$ cat src/rtl/rom_burst_reader.sv
// Burst read controller for the synchronous ROM.
// Issues one read per word, absorbs read latency, streams words out.
module rom_burst_reader #(
    parameter int ADDR_W = 2,
    parameter int DATA_W = 4
) (
    input  logic              clk,
    input  logic              rst_n,
    input  logic              start,
    input  logic [ADDR_W-1:0] start_addr,
    input  logic [ADDR_W:0]   count,
    output logic              rom_en,
    output logic [ADDR_W-1:0] rom_addr,
    input  logic [DATA_W-1:0] rom_data,
    output logic              out_valid,
    input  logic              out_ready,
    output logic [DATA_W-1:0] out_data,
    output logic [ADDR_W-1:0] out_addr,
    output logic              out_last,
    output logic              busy,
    output logic              done,
    output logic [DATA_W-1:0] checksum
);

    localparam logic [ADDR_W:0] FULL = {1'b1, {ADDR_W{1'b0}}};
    localparam logic [ADDR_W:0] ONE  = {{ADDR_W{1'b0}}, 1'b1};

    typedef enum logic [2:0] {
        S_IDLE,
        S_ISSUE,
        S_WAIT,
        S_HOLD,
        S_DONE
    } state_t;

    state_t state, state_d;

    logic [ADDR_W-1:0] ptr, ptr_d;
    logic [ADDR_W:0]   remain, remain_d;
    logic [DATA_W-1:0] cksum_d;
    logic              hs;

    assign out_valid = (state == S_HOLD);
    assign busy      = (state != S_IDLE);
    assign done      = (state == S_DONE);
    assign hs        = out_valid && out_ready;

    always_comb begin
        state_d  = state;
        ptr_d    = ptr;
        remain_d = remain;
        cksum_d  = checksum;
        unique case (state)
            S_IDLE: begin
                if (start) begin
                    ptr_d    = start_addr;
                    remain_d = (count == '0) ? FULL : count;
                    cksum_d  = '0;
                    state_d  = S_ISSUE;
                end
            end
            S_ISSUE: state_d = S_WAIT;
            S_WAIT:  state_d = S_HOLD;
            S_HOLD: begin
                if (hs) begin
                    cksum_d  = checksum ^ out_data;
                    remain_d = remain - ONE;
                    ptr_d    = ptr + 1'b1;
                    state_d  = out_last ? S_DONE : S_ISSUE;
                end
            end
            S_DONE:  state_d = S_IDLE;
            default: state_d = S_IDLE;
        endcase
    end

    always_ff @(posedge clk or negedge rst_n) begin
        if (!rst_n) begin
            state    <= S_IDLE;
            ptr      <= '0;
            remain   <= '0;
            checksum <= '0;
            rom_en   <= 1'b0;
            rom_addr <= '0;
            out_data <= '0;
            out_addr <= '0;
            out_last <= 1'b0;
        end else begin
            state    <= state_d;
            ptr      <= ptr_d;
            remain   <= remain_d;
            checksum <= cksum_d;
            // Read strobe is registered so it covers exactly the ISSUE cycle.
            rom_en   <= (state_d == S_ISSUE);
            if (state_d == S_ISSUE) begin
                rom_addr <= ptr_d;
            end
            if (state == S_WAIT) begin
                out_data <= rom_data;
                out_addr <= ptr;
                out_last <= (remain == ONE);
            end
        end
    end

endmodule

$ cat config.mk
export PLATFORM = sky130hd
export DESIGN_NAME = rom_burst_reader
export DESIGN_NICKNAME = d
export VERILOG_FILES = /design/src/rtl/rom_burst_reader.sv
export SDC_FILE = /design/constraint.sdc
export NUM_CORES = 1
export LEC_CHECK = 0
export BUFFER_PORTS_ARGS = -buffer_cell sky130_fd_sc_hd__buf_2
export CAP_MARGIN = 20
export CORE_UTILIZATION = 45
export CTS_CLUSTER_SIZE = 28
export DETAILED_ROUTE_END_ITERATION = 6
export PLACE_DENSITY = 0.77
export SYNTH_ARGS = -nofsm -noshare
export SYNTH_HDL_FRONTEND = slang
export SYNTH_SLANG_ARGS = --single-unit
$ cat constraint.sdc
create_clock -name clk -period 1.7 [get_ports clk]
set_clock_uncertainty 0.15 [all_clocks]
set_input_delay 0.085 -clock clk [delete_from_list [all_inputs] [get_ports clk]]
set_output_delay 0.085 -clock clk [all_outputs]
set_load 0.01 [all_outputs]
==> metrics.csv <==
stage,metric,value,unit
grt,antenna violations before repair,0,
sta,post-route clock period utilization,99.54,%
clocking,# clock sinks,22,
die,DIE AREA,2530,um^2
die,# rows,17,
placement,pre-CTS setup slack,-0.0007916,ns
clocking,cts bufs inserted,3,
sta,"Hold Vio Cnt, Final",0,
logic_synthesis,register area share after synthesis,52.44,%
run,Max Cap Viol,0,
placement,Placer Congestion,0.8242,
sta,fin crit period,1.692,ns
pwr,P per Cell Area,1851,nW/um^2
sta,max frequency,591.0,MHz
sta,# setup viols final,0,
placement,I/O Buffers,29,
worst_setup_path,crit path max-delay cell type,dfrtp_1,
drt,DR iter-0 viols,21,
sta,max-slew violations,0,
drt,vias,893,
worst_setup_path,Critical Path AT,1.76,ns
worst_hold_path,HP Class,in -> reg,
layout,final-stage net count,160,
sta,RSZ-0062 raised after global routing,true,
layout,number of antenna repair diodes,0,
worst_setup_path,CP startpoint kind,register,
clocking,Worst-path clk slew,0.12,ns
logic_synthesis,Synth Net Count,109,
clocking,Bufs on Longest Clock Path,2,
drt,routed len/inst,13.52,um
sta,PnR worst setup slack,0.007897,ns
logic_synthesis,Synth Register Bits,22,
worst_setup_path,CP cell instances,"nor4b_4, nor2_4, a221o_1, mux2_4",
grt,met3 Use GR,2.727,%
worst_setup_path,crit path max fanout,4,
worst_setup_path,Critical Path RT,1.76,ns
sta,Slew HR,67.06,%
clocking,clock latency on the worst-skew pair,0.31,ns
logic_synthesis,Yosys warnings,0,
grt,GRT Max-Usage Layer,met2,
clocking,clk root buf,clkbuf_4,
layout,area delta synth->final,36.71,%
drt,WL final,2.325,mm
die,Core Region,2212,um^2
pwr,LEAKAGE,0.7107,nW
grt,first-pass GRT wire length,3.712,mm
worst_setup_path,critical path capture point type,register,
grt,vias in the first global route,870,
layout,layout cell share with drive strength beyond 1,41.67,%
sta,worst-margin pin slew,0.4941,ns
logic_synthesis,Mapped Area,1050,um^2
logic_synthesis,synth unique cells,31,
clocking,CTS H-Tree Depth,1,
die,chip width,50.30,um
layout,FF+latch area,551.8,um^2
pwr,Tot Pwr,2.656,mW
die,# IOs,30,
grt,M1 GR Usage,22.40,%
drt,Pre-Repair DR Iteration Count,4,
layout,Filler cells,185,
drt,Detail Route Antenna Nets,0,
logic_synthesis,Syn Area/Cell,11.17,um^2
clocking,CTS tree,built,
worst_setup_path,Max stage delay on crit path,0.45,ns
grt,met2 usage,37.78,%
layout,area of the multi-input gates,451.7,um^2
drt,# DRC,0,
placement,Final HPWL DP,1.582,mm
grt,total gr overflow,0,
worst_setup_path,CP Class,reg -> reg,
grt,largest net degree at the start of global routing,23,
die,die height,50.30,um
drt,vias per cell,5.192,
grt,Overall Global Routing Usage,20.43,%
outcome,status,"complete, no violations",
die,Starting Density,47.45,%
logic_synthesis,Post-Synthesis Cells,94,
pwr,Max VDD drop,1.168,mV
-- worst max-delay path: cells and delay by family, from the launching register on --
family           cells  cell delay [ns]
AO/OA/AOI/OAI        1             0.31
flip-flops           1             0.45
multiplexers         1             0.26
AND/OR/NAND/NOR      2             0.44
-- where the power goes --
| group | internal (mW) | switching (mW) | leakage (nW) |
|---|---|---|---|
| Clock | 0.238 | 0.166 | 0.0279 |
| Combinational | 0.662 | 0.630 | 0.416 |
| Sequential | 0.771 | 0.189 | 0.267 |
| Total | 1.67 | 0.985 | 0.711 |
-- synth_stat cells --
| library cell | count | area (um^2) |
|---|---|---|
| a32o_1 | 1 | 10.01 |
| o22a_2 | 1 | 10.01 |
| a211o_2 | 1 | 10.01 |
| nor3_1 | 3 | 15.01 |
| and4b_1 | 1 | 10.01 |
| or3_1 | 1 | 6.260 |
| a221o_1 | 1 | 10.01 |
| o21ai_0 | 3 | 15.01 |
| a211oi_1 | 1 | 7.510 |
| nand3b_1 | 2 | 15.01 |
| ha_1 | 2 | 25.02 |
| a21oi_1 | 3 | 15.01 |
| nor2_4 | 1 | 11.26 |
| a22oi_1 | 1 | 7.510 |
| mux2i_1 | 1 | 10.01 |
| inv_1 | 6 | 22.52 |
| a31oi_1 | 1 | 6.260 |
| mux2_2 | 6 | 67.56 |
| nand2_1 | 9 | 33.78 |
| and3_2 | 1 | 7.510 |
| nor2b_1 | 1 | 6.260 |
| nor3_2 | 1 | 10.01 |
| dfrtp_1 | 22 | 550.5 |
| buf_2 | 1 | 5.000 |
| xor2_1 | 4 | 35.03 |
| xnor2_1 | 1 | 8.760 |
| mux2_4 | 1 | 15.01 |
| and2_1 | 2 | 12.51 |
| buf_6 | 2 | 22.52 |
| nor2_1 | 12 | 45.04 |
| nor4b_4 | 1 | 23.77 |
-- path summary, 6_finish.rpt --
kind	startpoint	to	slack, ns	depth (start not counted)
max	state[2]	rom_addr[0]	0.008	4
min	start_addr[1]	ptr[1]	0.002	4
max reg2reg	state[2]	rom_addr[0]	0.008	4
min reg2reg	out_addr[0]	out_addr[0]	0.37	1
max in group asynchronous	rst_n	state[1]	0.93	2
min in group asynchronous	rst_n	rom_en	0.11	2
-- layer usage --
metal  vias up  part of all wire [%]  routed length, um
met1       433                    42                975
met2        34                    52               1206
met3         4                   4.2                 97
met5         -                     0                  0
li1        422                     -                  -
met4         0                   2.0                 46
-- layout by cell type (no fill, tap or decap), drive strengths merged --
cell | Yosys | routed
clkbuf | 0 | 3
or3 | 1 | 1
dfrtp | 22 | 22
a221o | 1 | 1
bufinv | 0 | 1
a21oi | 3 | 3
and2 | 2 | 2
xnor2 | 1 | 1
nor4b | 1 | 1
a211oi | 1 | 1
and4b | 1 | 1
dlygate4sd3 | 0 | 9
inv | 6 | 6
a22oi | 1 | 1
a211o | 1 | 1
nor3 | 4 | 4
a31oi | 1 | 1
o22a | 1 | 1
buf | 3 | 40
nand2 | 9 | 9
nor2b | 1 | 1
xor2 | 4 | 4
and3 | 1 | 1
ha | 2 | 2
a32o | 1 | 1
mux2 | 7 | 7
o21ai | 3 | 3
nor2 | 13 | 13
nand3b | 2 | 2
mux2i | 1 | 1
-- kinds of logic (layout without fill, tap and decap cells) --
group	after synthesis	count (layout)	synth area share, %
buf+inv	9	59	4.767
mux	8	8	8.819
fa+ha+maj	2	2	2.383
compound gates	13	13	8.701
simple gates	35	35	18.71
xor+xnor	5	5	4.171
flops	22	22	52.44
-- sequential cells by signal, indices dropped and copies added (netlist names) --
register and flops:
rom_addr 2, checksum 4, state 3, out_data 4
out_last 1, ptr 2, out_addr 2, remain 3
rom_en 1
-- stage by stage --
step / hold slack [ns] / utilization [%] / area [um^2] / setup TNS, ns / instances
2_1_floorplan: -0.3606 / - / 1050 / -0.1400 / 94
4_1_cts: 0.007719 / 63.86 / 1413 / 0 / 170
3_5_place_dp: -0.07880 / 57.41 / 1270 / -0.0007916 / 157
5_1_grt: 0.04246 / 64.88 / 1435 / -0.09074 / 172
6_report: 0.002250 / 64.88 / 1435 / 0 / 172
3_3_place_gp: -0.08012 / 57.41 / 1270 / 0 / 157
-- cell type report --
cell class | instances | share of cell area [%]
clock buffer | 3 | 1.569
clock inverter | 1 | 2.092
inverter | 6 | 1.569
multi-input combinational | 63 | 31.47
sequential | 22 | 38.45
tap | 28 | 2.441
timing repair buffer | 49 | 22.41
-- timing repair --
action,CTS,global route
endpoints found under the setup margin,1,8
resized for setup,0,4
buffers inserted,0,2
hold endpoints to repair,31,0
hold buffers,9,0
pin swaps,1,1
Power figures use the tool's default switching activity.
